$ cat config.mk
export PLATFORM = sky130hd
export DESIGN_NAME = hazard_scoreboard
export DESIGN_NICKNAME = d
export VERILOG_FILES = /design/src/rtl/hazard_pkg.sv /design/src/rtl/scoreboard_entry.sv /design/src/rtl/hazard_scoreboard.sv
export SDC_FILE = /design/constraint.sdc
export NUM_CORES = 1
export LEC_CHECK = 0
export ABC_AREA = 1
export CORE_MARGIN = 2
export CORE_UTILIZATION = 51
export DETAILED_ROUTE_END_ITERATION = 8
export MAX_ROUTING_LAYER = met4
export PLACE_DENSITY = 0.74
export SYNTH_ARGS = -nofsm -noshare
export SYNTH_HDL_FRONTEND = slang
export SYNTH_HIERARCHICAL = 1
export SYNTH_SLANG_ARGS = --single-unit
$ cat constraint.sdc
create_clock -name clk -period 8.35 [get_ports clk]
set_input_delay 1.67 -clock clk [delete_from_list [all_inputs] [get_ports clk]]
set_output_delay 1.67 -clock clk [all_outputs]
set_load 0.02 [all_outputs]
$ cat src/rtl/hazard_pkg.sv
// Shared constants and width helpers for the hazard scoreboard.
package hazard_pkg;

    localparam int unsigned DEF_NUM_REGS = 32;
    localparam int unsigned DEF_MAX_LAT  = 8;

    // Register-index width; at least one bit.
    function automatic int unsigned calc_aw(input int unsigned num_regs);
        return (num_regs < 2) ? 1 : $clog2(num_regs);
    endfunction

    // Countdown width able to hold 0..max_lat.
    function automatic int unsigned calc_lw(input int unsigned max_lat);
        return $clog2(max_lat + 1);
    endfunction

    // Population-count width able to hold 0..num_regs.
    function automatic int unsigned calc_pcw(input int unsigned num_regs);
        return $clog2(num_regs + 1);
    endfunction

endpackage

$ cat src/rtl/scoreboard_entry.sv
// One register's pending flag and result countdown.
module scoreboard_entry #(
    parameter int unsigned LW = 4
) (
    input  logic          clk,
    input  logic          rst,
    input  logic          flush,
    input  logic          set,
    input  logic [LW-1:0] set_lat,
    input  logic          clr,
    output logic          pending,
    output logic [LW-1:0] cnt,
    output logic          pending_nxt_c
);

    logic          pending_d, pending_q;
    logic [LW-1:0] cnt_d, cnt_q;

    // Next state: flush beats issue, issue beats writeback, otherwise count down.
    always_comb begin
        pending_d = pending_q;
        cnt_d     = cnt_q;
        if (flush) begin
            pending_d = 1'b0;
            cnt_d     = '0;
        end else if (set) begin
            pending_d = 1'b1;
            cnt_d     = set_lat;
        end else if (clr) begin
            pending_d = 1'b0;
            cnt_d     = '0;
        end else if (pending_q && (cnt_q != '0)) begin
            cnt_d = cnt_q - LW'(1);
        end
    end

    // State register with synchronous active-low reset.
    always_ff @(posedge clk) begin
        if (!rst) begin
            pending_q <= 1'b0;
            cnt_q     <= '0;
        end else begin
            pending_q <= pending_d;
            cnt_q     <= cnt_d;
        end
    end

    assign pending       = pending_q;
    assign cnt           = cnt_q;
    assign pending_nxt_c = pending_d;

endmodule

$ cat src/rtl/hazard_scoreboard.sv
// Decode-stage RAW/WAW hazard scoreboard with optional forwarding of completed results.
module hazard_scoreboard
    import hazard_pkg::*;
#(
    parameter  int unsigned NUM_REGS = DEF_NUM_REGS,
    parameter  int unsigned MAX_LAT  = DEF_MAX_LAT,
    parameter  int unsigned FWD_EN   = 1,
    localparam int unsigned AW       = calc_aw(NUM_REGS),
    localparam int unsigned LW       = calc_lw(MAX_LAT),
    localparam int unsigned PCW      = calc_pcw(NUM_REGS)
) (
    input  logic           clk,
    input  logic           rst,
    input  logic           flush,
    input  logic           id_valid,
    input  logic           id_single_src,
    input  logic [AW-1:0]  id_src1,
    input  logic [AW-1:0]  id_src2,
    input  logic           id_wb_en,
    input  logic [AW-1:0]  id_dest,
    input  logic [LW-1:0]  id_latency,
    input  logic           wb_valid,
    input  logic [AW-1:0]  wb_dest,
    output logic           hazard_detected,
    output logic           fwd_hit1,
    output logic           fwd_hit2,
    output logic [PCW-1:0] pending_cnt
);

    localparam logic FWD = (FWD_EN != 0);

    logic [NUM_REGS-1:0] pend_vec;
    logic [NUM_REGS-1:0] pend_nxt;
    logic [LW-1:0]       cnt_arr [NUM_REGS];
    logic [LW-1:0]       lat_clamped;
    logic                raw1, raw2, waw, issue_wr;
    logic [PCW-1:0]      pending_cnt_d, pending_cnt_q;

    // Register 0 is hard-wired idle.
    assign pend_vec[0] = 1'b0;
    assign pend_nxt[0] = 1'b0;
    assign cnt_arr[0]  = '0;

    // Latencies beyond the supported maximum are clamped.
    assign lat_clamped = (id_latency > LW'(MAX_LAT)) ? LW'(MAX_LAT) : id_latency;

    // Hazard and forwarding decode from current scoreboard state.
    always_comb begin
        raw1     = (id_src1 != '0) && pend_vec[id_src1] &&
                   ((cnt_arr[id_src1] != '0) || !FWD);
        raw2     = !id_single_src && (id_src2 != '0) && pend_vec[id_src2] &&
                   ((cnt_arr[id_src2] != '0) || !FWD);
        waw      = id_wb_en && (id_dest != '0) && pend_vec[id_dest];
        fwd_hit1 = id_valid && FWD && (id_src1 != '0) && pend_vec[id_src1] &&
                   (cnt_arr[id_src1] == '0);
        fwd_hit2 = id_valid && FWD && !id_single_src && (id_src2 != '0) &&
                   pend_vec[id_src2] && (cnt_arr[id_src2] == '0);
        hazard_detected = id_valid && (raw1 || raw2 || waw);
        issue_wr = id_valid && !hazard_detected && id_wb_en && (id_dest != '0);
    end

    // Per-register entries 1..NUM_REGS-1.
    for (genvar r = 1; r < NUM_REGS; r++) begin : g_entry
        logic set_r, clr_r;
        assign set_r = issue_wr && (id_dest == AW'(r));
        assign clr_r = wb_valid && (wb_dest == AW'(r));

        scoreboard_entry #(.LW(LW)) u_entry (
            .clk           (clk),
            .rst           (rst),
            .flush         (flush),
            .set           (set_r),
            .set_lat       (lat_clamped),
            .clr           (clr_r),
            .pending       (pend_vec[r]),
            .cnt           (cnt_arr[r]),
            .pending_nxt_c (pend_nxt[r])
        );
    end

    // Population count of the next pending vector, so the register tracks pending[].
    always_comb begin
        pending_cnt_d = '0;
        for (int r = 0; r < NUM_REGS; r++) begin
            pending_cnt_d = pending_cnt_d + PCW'(pend_nxt[r]);
        end
    end

    // Pending-count register with synchronous active-low reset.
    always_ff @(posedge clk) begin
        if (!rst) begin
            pending_cnt_q <= '0;
        end else begin
            pending_cnt_q <= pending_cnt_d;
        end
    end

    assign pending_cnt = pending_cnt_q;

endmodule

==> results of run 1 <==
worst max-delay path, delay by kind of cell:
kind,cells,cell delay (ns)
buffers and inverters,7,1.32
AO/OA/AOI/OAI,6,0.66
adder cells (fa/ha/maj),8,3.73
AND/OR/NAND/NOR,10,0.99
cells by family after synthesis:
logic type / synth area share [%]
simple gates: 46.0
buf+inv: 12.2
compound gates: 10.8
flops: 22.0
fa+ha+maj: 9.02
worst max path at each step:
stage | from | to | slack [ns] | cells after the start
2_1_floorplan | id_src1[0] | pending_cnt[4]$_SDFF_PN0_ | 0.73 | 31
3_3_place_gp | id_src2[0] | pending_cnt[4]$_SDFF_PN0_ | -0.19 | 30
3_5_place_dp | id_src2[1] | pending_cnt[4]$_SDFF_PN0_ | -0.33 | 31
4_1_cts | id_src2[1] | pending_cnt[4]$_SDFF_PN0_ | 0.16 | 31
5_1_grt | id_src2[0] | pending_cnt[4]$_SDFF_PN0_ | 0.03 | 31
6_report | id_src2[1] | pending_cnt[4]$_SDFF_PN0_ | 0.33 | 31
sequential cells by signal (all words and copies together), names as in the netlist:
name                     flops
g_entry.u_entry/cnt        124
pending_cnt                  6
g_entry.u_entry/pending     31
layer usage:
metal	share of wire (%)	vias to the layer above	track usage, %
li1	-	8059	-
met1	44	7413	43.8
met2	45	666	53.1
met3	8.7	78	5.61
met4	2.1	0	9.42
met5	0	-	-
Yosys cell counts (all sizes together) (4+ instances only):
cell / count / area (µm²)
o211ai: 4 / 30.0
dfxtp: 161 / 3220
nand4: 13 / 96.3
o21bai: 31 / 233
a21oi: 84 / 420
a22oi: 11 / 82.6
nand2: 640 / 2560
nand3: 263 / 1330
inv: 415 / 1560
nor2: 600 / 2550
buf: 25 / 199
fa: 23 / 460
ha: 69 / 863
clkbuf: 5 / 18.8
or2: 31 / 194
o21ai: 108 / 773
power breakdown:
group | switching, mW | internal [mW]
registers | 0.00564 | 0.772
clock network | 0.365 | 0.485
logic | 0.180 | 0.112
total | 0.551 | 1.37
final cells by class:
cell class	instances	area [µm²]
Inverter	417	1570
Timing Repair Buffer	183	1570
Sequential cell	161	3220
Clock inverter	13	176
Antenna cell	1	2.50
Tap cell	384	480
Fill cell	2803	11300
Clock buffer	19	443
Multi-Input combinational cell	1886	9740
repair_timing:
| action | in CTS | in global routing |
|---|---|---|
| setup buffers | 0 | 5 |
| endpoints found under the setup margin | 0 | 5 |
| resized for setup | 0 | 26 |
==> results.cfg, run 1 <==
[status]
outcome = complete, no violations

[sta]
slew_violations = 0
clock-skew-final_ns = 0.00869
hold_ws_ns = 0.548
maxSlewHeadroom_pct = 31.4
rsz0062_at_grt = false
period_minus_slack_ns = 8.02
worst_slew_pin_slew_ns = 1.03
final.setup.tns_ns = 0
setup_viol = 0
fin_crit_sh_pct = 96.1
max_freq_mhz = 125
hold_viol = 0
setup_ws_ns = 0.328

[power_and_ir_drop]
finalPower_mw = 1.92
ir_drop_v = 0.000137
p_per_area_nw_per_um2 = 112
leakage_nw = 8.53

[global_routing]
grt_overflow_total = 0
antenna_found_initial = 2
grt_pass1_vias = 15000
track_usage_pct = 33.4
grt_start_max_net_pins = 38
grt_pass1_wl_um = 77600

[clock_tree]
cts_tree = yes
clk_latency_ns = 0.46
cts_buffer_depth = 2
clock-root-buffer = clkbuf_16
ctsHoldBuffers = 0
clk_pin_slew_worst_paths_ns = 0.07
numCtsBuffers = 17
cts.sinks = 161
h-tree-depth = 4

[detailed_routing]
via_count = 16200
viasPerCell = 5.29
drt-wirelength-per-cell_um = 15.9
wirelength_um = 48700
ant_nets = 0
drc = 0
drt_iter0_markers = 1597
first_pass_iters = 8

[worst_hold_path]
worstHoldPathCells = 2
min_from = g_entry[8].u_entry/cnt[1]$_SDFFE_PP0P_
hp-class = reg2reg
hold_path_end = g_entry[8].u_entry/cnt[1]$_SDFFE_PP0P_

[setup_path]
start_kind = primary input
worstSetupPathType = in2reg
critical_path_arrival_ns = 8.41
critPathMaxFanout = 14
r2r_end = pending_cnt[4]$_SDFF_PN0_
max_stage_delay_ns = 0.56
r2r_slack_ns = 1.67
worst-r2r-cell-count = 29
required_ns = 8.74
r2r_start = g_entry[17].u_entry/cnt[2]$_SDFFE_PP0P_
path_common_cell = fa_1
critPathSlowestCell = fa_1
end_kind = flop

[synthesis]
synth.yosys.warnings = 6
synth-edff-count = 0
synth-main-ff-cell = dfxtp_1
synth_fp_nets = 2617
ys_seq_elements = 161
avgSynthCellArea_um2 = 5.88
ys_types = 38
synthCells = 2494
ys_seq_area_share_pct = 22.0
async_flop_share_pct = 0
synthesis.area_um2 = 14700

[finish]
area_delta_synth_final_pct = 17.3
utilization_pct = 60.3
design_area_um2 = 17200
fin_nets = 2789
final_cell_mix = nand2_1 (576), nor2_1 (541), inv_1 (318), nand3_1 (260), dfxtp_1 (161)
drive_gt1_share_pct = 17.8
fin_cells = 3064
layout_commonest_cell = nand2_1

[place]
place_area_um2 = 16500
dp_slack_ns = -0.331
placed_cells = 3026
place_congestion = 1.07
port_buffers = 39
hpwl_um = 38100

[floorplan]
dieHeight_um = 174
start_util_pct = 51.4
die_area_um2 = 30100
io_pins = 40
rows = 62
fp.dieW_um = 174
coreArea_um2 = 28500

[flow_run]
drv_cap = 0
No activity file was read; power rests on OpenSTA's default activity.
==> run 2: changes to the inputs <==
--- a/config.mk
+++ b/config.mk
@@ -6,6 +6,7 @@
 export NUM_CORES = 1
 export LEC_CHECK = 0
 export ABC_AREA = 1
+export ABC_CLOCK_PERIOD_IN_PS = 8350
 export CORE_MARGIN = 2
 export CORE_UTILIZATION = 51
 export DETAILED_ROUTE_END_ITERATION = 8
==> results of run 2 <==
No change in the layout: final DEF, timing and power equal those of run 1.
==> run 3: changes to the inputs <==
--- a/config.mk
+++ b/config.mk
@@ -16,3 +16,4 @@
 export SYNTH_HDL_FRONTEND = slang
 export SYNTH_HIERARCHICAL = 1
 export SYNTH_SLANG_ARGS = --single-unit
+export TNS_END_PERCENT = 50
==> results of run 3 <==
No change in the layout: final DEF, timing and power equal those of run 1.
